**src/rtl/nonogram_pkg.sv**
```systemverilog
// Shared constants, widths and state encoding for the nonogram solution serializer.
package nonogram_pkg;

    localparam int MAX_ROWS  = 11;
    localparam int MAX_COLS  = 11;
    localparam int ROW_BYTES = (MAX_COLS + 7) / 8;

    localparam int ROW_W  = $clog2(MAX_ROWS);
    localparam int COL_W  = $clog2(MAX_COLS);
    localparam int CELLS  = MAX_ROWS * MAX_COLS;
    localparam int IDX_W  = $clog2(CELLS);
    localparam int BYTE_W = $clog2(ROW_BYTES) + 1;
    // Wide enough to hold n + 7 without wrapping.
    localparam int NB_W   = COL_W + 1;

    typedef enum logic [2:0] {
        IDLE,
        M_HDR,
        N_HDR,
        ROWS,
        CSUM,
        FIN
    } ser_state_t;

    // Packed bytes needed for one row of n cells: ceil(n/8).
    function automatic logic [NB_W-1:0] bytes_per_row(input logic [COL_W-1:0] cols);
        return (NB_W'(cols) + NB_W'(7)) >> 3;
    endfunction

endpackage

```
**src/rtl/solution_serializer_if.sv**
```systemverilog
// Byte-stream valid/ready handshake between the serializer and the UART transmitter.
interface solution_serializer_if;

    logic       byte_valid;
    logic [7:0] byte_out;
    logic       byte_ready;

    modport master (
        output byte_valid,
        output byte_out,
        input  byte_ready
    );

    modport slave (
        input  byte_valid,
        input  byte_out,
        output byte_ready
    );

endinterface

```
**src/rtl/solution_serializer_row_byte_packer.sv**
```systemverilog
// Combinational extraction of one packed data byte: bit b = cell (row, 8k+b),
// zero for columns at or beyond n.
module row_byte_packer
    import nonogram_pkg::*;
(
    input  logic [CELLS-1:0]  cells,
    input  logic [ROW_W-1:0]  row,
    input  logic [BYTE_W-1:0] k,
    input  logic [COL_W-1:0]  n,
    output logic [7:0]        data
);

    logic [BYTE_W+2:0] col;
    logic [IDX_W-1:0]  idx;

    // Gather eight cells of the selected row, padding past the last column.
    always_comb begin
        data = '0;
        col  = '0;
        idx  = '0;
        for (int b = 0; b < 8; b++) begin
            col = {k, 3'(b)};
            idx = IDX_W'(row) * IDX_W'(MAX_COLS) + IDX_W'(col);
            if ((col < (BYTE_W + 3)'(n)) && (row < ROW_W'(MAX_ROWS))) begin
                data[b] = cells[idx];
            end
        end
    end

endmodule

```
**src/rtl/solution_serializer.sv**
```systemverilog
// Captures a solved board and streams it as: m, n, packed row bytes, XOR checksum.
// byte_out/byte_valid are registered; the byte after a transfer is prepared from
// the position that follows the one currently on the bus.
module solution_serializer
    import nonogram_pkg::*;
(
    input  logic                      clk,
    input  logic                      rst_n,
    input  logic                      valid_in,
    input  logic [CELLS-1:0]          solution,
    input  logic [ROW_W-1:0]          m,
    input  logic [COL_W-1:0]          n,
    solution_serializer_if.master     bus,
    output logic                      busy,
    output logic                      done
);

    ser_state_t        state;
    logic [CELLS-1:0]  cells;
    logic [ROW_W-1:0]  rows;
    logic [COL_W-1:0]  cols;
    logic [ROW_W-1:0]  row;
    logic [BYTE_W-1:0] col_byte;
    logic [7:0]        csum;
    logic              out_valid;
    logic [7:0]        out_byte;

    logic              xfer;
    logic [7:0]        csum_next;
    logic [NB_W-1:0]   row_bytes;
    logic              last_in_row;
    logic              last_row;
    logic [ROW_W-1:0]  m_clamped;
    logic [COL_W-1:0]  n_clamped;
    logic [ROW_W-1:0]  pk_row;
    logic [BYTE_W-1:0] pk_k;
    logic [7:0]        pk_data;

    assign bus.byte_valid = out_valid;
    assign bus.byte_out   = out_byte;

    assign xfer        = out_valid && bus.byte_ready;
    assign csum_next   = csum ^ out_byte;
    assign row_bytes   = bytes_per_row(cols);
    assign last_in_row = (NB_W'(col_byte) == row_bytes - NB_W'(1));
    assign last_row    = (row == rows - ROW_W'(1));
    assign m_clamped   = (m > ROW_W'(MAX_ROWS)) ? ROW_W'(MAX_ROWS) : m;
    assign n_clamped   = (n > COL_W'(MAX_COLS)) ? COL_W'(MAX_COLS) : n;

    // Position of the data byte that follows the one currently presented
    // (row 0 / byte 0 when entering the row section from the n header).
    always_comb begin
        pk_row = '0;
        pk_k   = '0;
        if (state == ROWS) begin
            if (last_in_row) begin
                pk_row = row + ROW_W'(1);
            end else begin
                pk_row = row;
                pk_k   = col_byte + BYTE_W'(1);
            end
        end
    end

    row_byte_packer u_packer (
        .cells (cells),
        .row   (pk_row),
        .k     (pk_k),
        .n     (cols),
        .data  (pk_data)
    );

    // Frame FSM: capture, header/data/checksum sequencing, handshake and done pulse.
    always_ff @(posedge clk or negedge rst_n) begin
        if (!rst_n) begin
            state     <= IDLE;
            cells     <= '0;
            rows      <= '0;
            cols      <= '0;
            row       <= '0;
            col_byte  <= '0;
            csum      <= '0;
            out_valid <= 1'b0;
            out_byte  <= '0;
            busy      <= 1'b0;
            done      <= 1'b0;
        end else begin
            case (state)
                IDLE: begin
                    done <= 1'b0;
                    if (valid_in) begin
                        cells     <= solution;
                        rows      <= m_clamped;
                        cols      <= n_clamped;
                        row       <= '0;
                        col_byte  <= '0;
                        csum      <= '0;
                        out_valid <= 1'b1;
                        out_byte  <= 8'(m_clamped);
                        busy      <= 1'b1;
                        state     <= M_HDR;
                    end
                end
                M_HDR: begin
                    if (xfer) begin
                        csum     <= csum_next;
                        out_byte <= 8'(cols);
                        state    <= N_HDR;
                    end
                end
                N_HDR: begin
                    if (xfer) begin
                        csum <= csum_next;
                        if ((rows == '0) || (cols == '0)) begin
                            out_byte <= csum_next;
                            state    <= CSUM;
                        end else begin
                            row      <= '0;
                            col_byte <= '0;
                            out_byte <= pk_data;
                            state    <= ROWS;
                        end
                    end
                end
                ROWS: begin
                    if (xfer) begin
                        csum <= csum_next;
                        if (last_in_row && last_row) begin
                            out_byte <= csum_next;
                            state    <= CSUM;
                        end else begin
                            row      <= pk_row;
                            col_byte <= pk_k;
                            out_byte <= pk_data;
                        end
                    end
                end
                CSUM: begin
                    if (xfer) begin
                        out_valid <= 1'b0;
                        out_byte  <= '0;
                        busy      <= 1'b0;
                        done      <= 1'b1;
                        state     <= FIN;
                    end
                end
                FIN: begin
                    done  <= 1'b0;
                    state <= IDLE;
                end
                default: begin
                    out_valid <= 1'b0;
                    busy      <= 1'b0;
                    done      <= 1'b0;
                    state     <= IDLE;
                end
            endcase
        end
    end

endmodule

```
**src/flat_wrapper.sv**
```systemverilog
// flat-port wrapper written by rule: the top's interface ports become plain ports
module solution_serializer_flat import nonogram_pkg::*;
  (clk, rst_n, valid_in, solution, m, n, busy, done, bus_byte_valid, bus_byte_out, bus_byte_ready);
  solution_serializer_if bus_i ();
  input  logic clk;
  input  logic rst_n;
  input  logic valid_in;
  input  logic [CELLS-1:0] solution;
  input  logic [ROW_W-1:0] m;
  input  logic [COL_W-1:0] n;
  output logic busy;
  output logic done;
  output wire logic [$bits(bus_i.byte_valid)-1:0] bus_byte_valid;
  output wire logic [$bits(bus_i.byte_out)-1:0] bus_byte_out;
  input wire logic [$bits(bus_i.byte_ready)-1:0] bus_byte_ready;
  assign bus_byte_valid = bus_i.byte_valid;
  assign bus_byte_out = bus_i.byte_out;
  assign bus_i.byte_ready = bus_byte_ready;
  solution_serializer u_core (.clk(clk), .rst_n(rst_n), .valid_in(valid_in), .solution(solution), .m(m), .n(n), .bus(bus_i), .busy(busy), .done(done));
endmodule
```
**config.mk**
```make
export PLATFORM = sky130hd
export DESIGN_NAME = solution_serializer_flat
export DESIGN_NICKNAME = d
export VERILOG_FILES = /design/src/rtl/nonogram_pkg.sv /design/src/rtl/solution_serializer_if.sv /design/src/rtl/solution_serializer_row_byte_packer.sv /design/src/rtl/solution_serializer.sv /design/src/flat_wrapper.sv
export SDC_FILE = /design/constraint.sdc
export NUM_CORES = 1
export LEC_CHECK = 0
export CAP_MARGIN = 40
export CORE_MARGIN = 1
export CORE_UTILIZATION = 59
export CTS_CLUSTER_DIAMETER = 40
export DETAILED_ROUTE_END_ITERATION = 7
export GPL_ROUTABILITY_DRIVEN = 1
export PLACE_DENSITY = 0.83
export SLEW_MARGIN = 15
export SYNTH_ARGS = -nofsm -noshare
export SYNTH_HDL_FRONTEND = slang
export SYNTH_HIERARCHICAL = 1
export SYNTH_SLANG_ARGS = --single-unit
```
**constraint.sdc**
```tcl
create_clock -name clk -period 9.1 [get_ports clk]
set_input_delay 1.365 -clock clk [delete_from_list [all_inputs] [get_ports clk]]
set_output_delay 1.365 -clock clk [all_outputs]
set_load 0.005 [all_outputs]
```
# ---- Yosys cells after proc, flatten, opt, wreduce, memory -nomap -nowiden
# Cells that the tools add are included.
dict set report word_totals {
  regBits 156
  inputBits 133
  output_inout_bits 11
}
dict set report op_classes {
  n_addsub 13
  n_mul 1
  order_cmp 19
  n_eq_ne 16
  muxes 66
  bitwise 3
  reduce_logical 26
}
# operator n
set ops {}
lappend ops {{$mux 8} 9}
lappend ops {{$lt 7x8->1 const B} 8}
lappend ops {{$add 7x5->7} 8}
lappend ops {{$bmux 1 s7} 8}
lappend ops {{$lt 5x4->1} 8}
lappend ops {{$pmux 8 s5} 1}
lappend ops {{$mux 4} 9}
lappend ops {{$mux 3} 7}
lappend ops {{$mux 1} 19}
lappend ops {{$reduce_and 6->1} 3}
lappend ops {{$pmux 8 s2} 1}
lappend ops {{$pmux 3 s5} 1}
lappend ops {{$mux 2} 7}
lappend ops {{$pmux 4 s3} 1}
lappend ops {{$logic_and 1x1->1} 10}
lappend ops {{$ne 2x1->1 const B} 5}
lappend ops {{$gt 4x4->1 const B} 2}
lappend ops {{$logic_not 4->1} 2}
lappend ops {{$ne 2x2->1 const B} 4}
lappend ops {{$xor 8x8->8} 1}
lappend ops {{$mul 4x4->7 const B} 1}
lappend ops {{$eq 3x2->1 const B} 2}
lappend ops {{$eq 3x3->1 const B} 2}
lappend ops {{$pmux 2 s3} 1}
lappend ops {{other kinds (21)} 24}

# ---- Longest topological paths before layout
dict set report logic_depth {
  word_depth 13
  mapped_depth 29
}

# ---- By module
# The synthesis kept the hierarchy.
# mod instances cells_per_inst area_per_inst_um2 seq_area_each_um2
set by_module_without_submodules {}
lappend by_module_without_submodules {solution_serializer 1 537 6931.6 3903.7}
lappend by_module_without_submodules {row_byte_packer 1 670 6668.9 0.0}

# ---- Worst setup path before layout
# Ideal clock, no wire load.
dict set report synth_timing {
  path_type {flip-flop to flip-flop}
  startpoint {reg u_core.cols[2]}
  endpoint {reg u_core.out_byte[4] (netlist: u_core/bus.byte_out[4])}
  setup_time_ns 0.131
  arrival_ns 6.740
  setup_slack_ns 2.228
  path_stages_with_launch 26
  period_less_slack_ns 6.872
  path_cell_list {dfrtp_1 > or3_1 > buf_2 > xnor2_1 > ha_1 > xnor2_1 > or2_2 > clkbuf_1 > or3_1 > a21oi_1 > ha_1 > ha_1 > inv_1 > fa_1 > xnor2_1 > ha_1 > buf_4 > xnor2_1 > mux4_2 > mux4_2 > nand2b_4 > o2111ai_2 > nand2_1 > nand3_1 > mux2i_1 > or3_1}
}
dict set report synth_via {
  elab_chain_cells 13
  word_cells_on_any_way 23
  cone_classes {add/sub (3); mul (1); order compare (2); eq/ne (1); mux (12); reduce/logical (4)}
}
# element line
set synth_lines {}
lappend synth_lines {{start: declaration} solution_serializer.sv:21} ;# logic [COL_W-1:0] cols;
lappend synth_lines {{start signal: assignment} solution_serializer.sv:94} ;# cols <= n_clamped;
lappend synth_lines {{$add 4x3->5 (*)} nonogram_pkg.sv:27} ;# return (NB_W'(cols) + NB_W'(7)) >> 3;
lappend synth_lines {{$sub 2x1->3 (*)} solution_serializer.sv:45} ;# assign last_in_row = (NB_W'(col_byte) == row_bytes - NB_W'(1));
lappend synth_lines {{$eq 2x5->1 (*)} solution_serializer.sv:45}
lappend synth_lines {{$mux 4 (*)} solution_serializer.sv:56} ;# if (last_in_row) begin
lappend synth_lines {{$mux 4 (*)} solution_serializer.sv:55} ;# if (state == ROWS) begin
lappend synth_lines {{named net u_core.pk_row[0]} solution_serializer.sv:35} ;# logic [ROW_W-1:0] pk_row;
lappend synth_lines {{$mul 4x4->7} solution_serializer_row_byte_packer.sv:23} ;# idx = IDX_W'(row) * IDX_W'(MAX_COLS) + IDX_W'(col);
lappend synth_lines {{$add 7x5->7} solution_serializer_row_byte_packer.sv:23}
lappend synth_lines {{$bmux 1 s7} solution_serializer_row_byte_packer.sv:25} ;# data[b] = cells[idx];
lappend synth_lines {{$mux 1 (not written as such)} solution_serializer_row_byte_packer.sv:25}
lappend synth_lines {{$mux 1 (*)} solution_serializer_row_byte_packer.sv:24} ;# if ((col < (BYTE_W + 3)'(n)) && (row < ROW_W'(MAX_ROWS))) begin
lappend synth_lines {{named net u_core.pk_data[4]} solution_serializer.sv:37} ;# logic [7:0] pk_data;
lappend synth_lines {{$mux 8, on equally long branches} {solution_serializer.sv:128, solution_serializer.sv:114}}
lappend synth_lines {{$mux 8, on equally long branches} {solution_serializer.sv:126, solution_serializer.sv:112}}
lappend synth_lines {{$pmux 8 s5 (*)} solution_serializer.sv:88} ;# case (state)
lappend synth_lines {{end signal: assignment} solution_serializer.sv:99} ;# out_byte <= 8'(m_clamped);
lappend synth_lines {{end signal: assignment} solution_serializer.sv:129} ;# out_byte <= csum_next;
lappend synth_lines {{end signal: assignment} solution_serializer.sv:134} ;# out_byte <= pk_data;
lappend synth_lines {{end: declaration} solution_serializer.sv:26} ;# logic [7:0] out_byte;
# Mark *: on every way through the listed nets, which the timed path passes. The rest lies on a longest branch. The select of a mux whose other input is x is not followed.
# A chain may end at the register's enable or synchronous reset.

# ---- Worst setup path after layout
dict set report layout_timing {
  startpoint {reg u_core.cols[2]}
  endpoint {reg u_core.out_byte[6] (netlist: u_core/bus.byte_out[6])}
}
# Same word-level chain as after synthesis.

==> reports/summary.txt <==
CELLS AND AREA
-------------------------------------------------------------------------------------------------
Cell Count, Final, Fillers Out                                                              1,610
Most frequent cells in the layout                                                    sky130_fd_sc_hd__mux2_2 (167), sky130_fd_sc_hd__dfrtp_1 (156), sky130_fd_sc_hd__clkdlybuf4s50_1 (142)
Area added between synthesis and finish                                                     16.3%
Cell area after layout                                                               15,800 sq um
Leading cell type in the layout, fill and taps excluded                              sky130_fd_sc_hd__mux2_2
Count of inserted antenna diode cells                                                           0
# nets final                                                                                1,477
Fraction of layout cells with a size suffix above 1                                         26.7%

PLACE
-------------------------------------------------------------------------------------------------
Placer Congestion                                                                           0.997
Post-place instance area                                                             15,200 sq um
Detailed placer's ending HPWL                                                             27.3 mm
Port Buffer Count                                                                             143
Cell count after placement                                                                  1,575

CLOCKING
-------------------------------------------------------------------------------------------------
Hold_buf cts                                                                                    0
Depth of the CTS H-tree                                                                         4
Worst-Skew Late Latency                                                                   0.44 ns
Clock edge transition at the registers on the reported setup and hold paths               0.07 ns
Number of instances resized during post-cts repair                                              0
Post-CTS setup buffer count                                                                     0
CTS tree                                                                                    built
Number of buffers between clock root and the deepest sink                                       2
TritonCTS Sinks                                                                               156
TritonCTS Buffers                                                                              17
Master cell of the clock root buffer                                                 sky130_fd_sc_hd__clkbuf_16

YOSYS
-------------------------------------------------------------------------------------------------
Number of distinct library cell variants in the gate-level netlist after synthesis             84
Dominant combinational cell family by area after synthesis                           multiplexers
Synth Area in Compound Gates                                                                10.2%
Adder-cell share of the synthesized area                                                    3.11%
EDFF count, synth                                                                               0
Post-synthesis xor/xnor area fraction                                                       4.67%
Net count after synthesis                                                                   1,372
Share of cell area taken by muxes after synthesis                                           39.9%
Async SR Flop Fraction                                                                       100%
Mean instance size in the synthesized netlist                                          11.3 sq um
Post-synth top area cell                                                             sky130_fd_sc_hd__dfrtp_1
Sequential element share of the synthesized area                                            28.7%
Area share of the leading cell type in the synthesized netlist                              28.7%
Cells taking the most area after synthesis                                           sky130_fd_sc_hd__dfrtp_1 (29%), sky130_fd_sc_hd__mux4_2 (16%), sky130_fd_sc_hd__mux2_2 (14%), sky130_fd_sc_hd__mux2i_1 (9.2%), sky130_fd_sc_hd__ha_1 (2.7%)
Count of mapped cells out of synthesis                                                      1,207
Synthesis-stage register bit count                                                            156
Yosys warning count                                                                             6
Post-synth top flop                                                                  sky130_fd_sc_hd__dfrtp_1
Cell area after synthesis                                                            13,600 sq um
Fraction of the mapped netlist area in simple logic gates                                   8.79%

SETUP PATH
-------------------------------------------------------------------------------------------------
Worst setup slack for register-to-register paths                                          1.07 ns
Cells along the critical path                                                        or3_1 > xnor2_1 > ha_1 > xnor2_1 > or2_2 > or4_1 > a21oi_1 > ha_1 > ha_1 > inv_1 > fa_1 > inv_1 > ha_1 > ha_1 > a21oi_4 > xor2_4 > mux4_2 > mux2i_1 > mux2i_1 > mux2i_1 > nor4_1 > nand3_1 > mux2i_1 > or3_1
Worst-path fanout max                                                                          15
Critical path launch point type                                                              flop
Crit-path max cell delay                                                                  0.74 ns
Required time at the worst-slack endpoint                                                 9.42 ns
Category of the worst setup path capture point                                               flop
Type of the setup path with the least slack                                            reg -> reg
Reg-to-reg critical path endpoint                                                    u_core/bus.byte_out[6]
Worst Reg-to-Reg Cells                                                                         24
Slowest library cell on the worst path                                               sky130_fd_sc_hd__ha_1
Reg-to-Reg Start                                                                     u_core/cols[2]
Worst setup path startpoint                                                          u_core/cols[2]
CP arrival                                                                                8.34 ns
Top cell by count, worst path                                                        sky130_fd_sc_hd__ha_1

ROUTING
-------------------------------------------------------------------------------------------------
Post-route DRC violation count                                                                  0
Vias per cell                                                                                6.71
Average wire per standard cell                                                            22.9 um
Drt pass-1 iters                                                                                5
Number of violations reported at the end of detailed-routing iteration 0                      727
Vias                                                                                       10,796
Count of antenna-violating nets left after detailed routing                                     0
Drt total wl                                                                              36.9 mm

FLOORPLANNING
-------------------------------------------------------------------------------------------------
Die area                                                                             23,700 sq um
Effective utilization at floorplan                                                          60.1%
Die width                                                                                  154 um
Chip height                                                                                154 um
I/O pin cnt                                                                                   144
Cell Rows                                                                                      55
Core outline area                                                                    22,600 sq um

TIMING
-------------------------------------------------------------------------------------------------
Actual slew at the worst max-slew pin                                                    0.927 ns
Maximum clock frequency                                                                 0.125 GHz
Slew margin rel.                                                                            38.2%
Unrepaired setup endpoints after global routing                                             false
Final hold violations                                                                           0
Count of endpoints failing setup in the final report                                            0
Setup TNS                                                                                    0 ns
Number of slew-limit violations in the final report                                             0
Tcrit/Tclk final                                                                            88.2%
Min Clock Period, post-route                                                              8.03 ns
Worst clock skew                                                                        0.0125 ns

GRT
-------------------------------------------------------------------------------------------------
First-pass GRT wire length                                                                58.8 mm
Via count of the first global-routing pass                                                 10,900
Aggregate global routing overflow                                                               0
Total Routing Usage GR                                                                      32.1%
Initial antenna violation count                                                                 0
Largest net degree at the start of global routing                                             102

MIN PATH
-------------------------------------------------------------------------------------------------
Worst min-delay path category                                                          reg -> reg
Hold path depth                                                                                 2
Worst hold endpoint                                                                  u_core/csum[1]
Startpoint of the tightest hold check path                                           u_core/csum[1]

JOB
-------------------------------------------------------------------------------------------------
Maximum Capacitance Violations                                                                  0

STATUS
-------------------------------------------------------------------------------------------------
Status                                                                               complete, no violations

## synth_stat cells, types with 5 or more instances
cell type / number
sky130_fd_sc_hd__mux2_2: 167
sky130_fd_sc_hd__dfrtp_1: 156
sky130_fd_sc_hd__mux2i_1: 125
sky130_fd_sc_hd__mux4_2: 94
sky130_fd_sc_hd__nand2_1: 69
sky130_fd_sc_hd__o21ai_0: 59
sky130_fd_sc_hd__nor2_1: 51
sky130_fd_sc_hd__a21oi_1: 43
sky130_fd_sc_hd__buf_2: 31
sky130_fd_sc_hd__inv_1: 30
sky130_fd_sc_hd__xnor2_1: 30
sky130_fd_sc_hd__ha_1: 29
sky130_fd_sc_hd__nand3_1: 28
sky130_fd_sc_hd__clkbuf_1: 27
sky130_fd_sc_hd__nor3_1: 21
sky130_fd_sc_hd__a211oi_1: 18
sky130_fd_sc_hd__mux2_1: 16
sky130_fd_sc_hd__nor2b_1: 14
sky130_fd_sc_hd__or3_1: 14
sky130_fd_sc_hd__nand2b_1: 13
sky130_fd_sc_hd__buf_4: 12
sky130_fd_sc_hd__buf_6: 12
sky130_fd_sc_hd__o211ai_1: 10
sky130_fd_sc_hd__o21ai_1: 8
sky130_fd_sc_hd__o41ai_1: 8
sky130_fd_sc_hd__nor4_1: 7
sky130_fd_sc_hd__xnor2_2: 6
sky130_fd_sc_hd__xor2_1: 6
sky130_fd_sc_hd__a31oi_1: 5
## sequential cells by signal, summed over array words and instances, names as in the netlist
register and flops:
u_core/col_byte 2, u_core/bus.byte_valid 1, u_core/row 4, u_core/csum 8, u_core/done 1, u_core/cells 121, u_core/bus.byte_out 8, u_core/rows 4
u_core/cols 4, u_core/state 3
## metrics by stage
stage | hold WS (ns) | utilization, % | setup slack [ns]
2_1_floorplan | 0.474 | - | 2.23
3_3_place_gp | 0.496 | 66.7 | 1.15
3_5_place_dp | 0.510 | 66.9 | 1.17
4_1_cts | 0.526 | 69.5 | 1.13
5_1_grt | 0.566 | 69.8 | 0.640
6_report | 0.525 | 69.8 | 1.07
## cell families (layout without fill, tap and decap cells)
logic type	after synthesis	count (layout)
buf+inv	119	237
flops	156	156
mux	402	402
compound gates	206	206
fa+ha+maj	32	32
simple gates	240	240
xor+xnor	52	52
## how the worst max path moves through the flow
stage | endpoint | cells after the start
after CTS | u_core/bus.byte_out[6] | 24
after detailed placement | u_core/bus.byte_out[6] | 24
after floorplan | u_core/bus.byte_out[4] | 25
final | u_core/bus.byte_out[6] | 24
after global routing | u_core/bus.byte_out[6] | 24
after global placement | u_core/bus.byte_out[5] | 22
## layout make-up
cell class	instances	area, sq um
well taps	285	357
clock inverters	14	149
multi-input cells	932	9110
repair buffers	170	1740
flip-flops and latches	156	3900
fillers	1632	6830
inverters	35	131
clock buffers	18	429
## worst max-delay path, delay by kind of cell (launching register included)
kind	cells	cell delay, ns
AOI/OAI and AO/OA	2	0.49
adders and majority gates	6	2.95
DFF	1	0.48
muxes	5	1.17
buffers and inverters	2	0.13
and+or+nand+nor	6	1.93
xor gates and xnor gates	3	0.76
## layer usage
layer / vias up / track usage, % / wire length [um]
met2: 507 / 53.9 / 18200
met3: 98 / 6.60 / 2690
met1: 5384 / 40.5 / 14700
li1: 4807 / - / -
met5: - / 0 / 0
met4: 0 / 13.4 / 1340
Power is left out: the tool's default activity adds up to more than one toggle a clock period on the data nets, which glitch-free logic cannot reach.
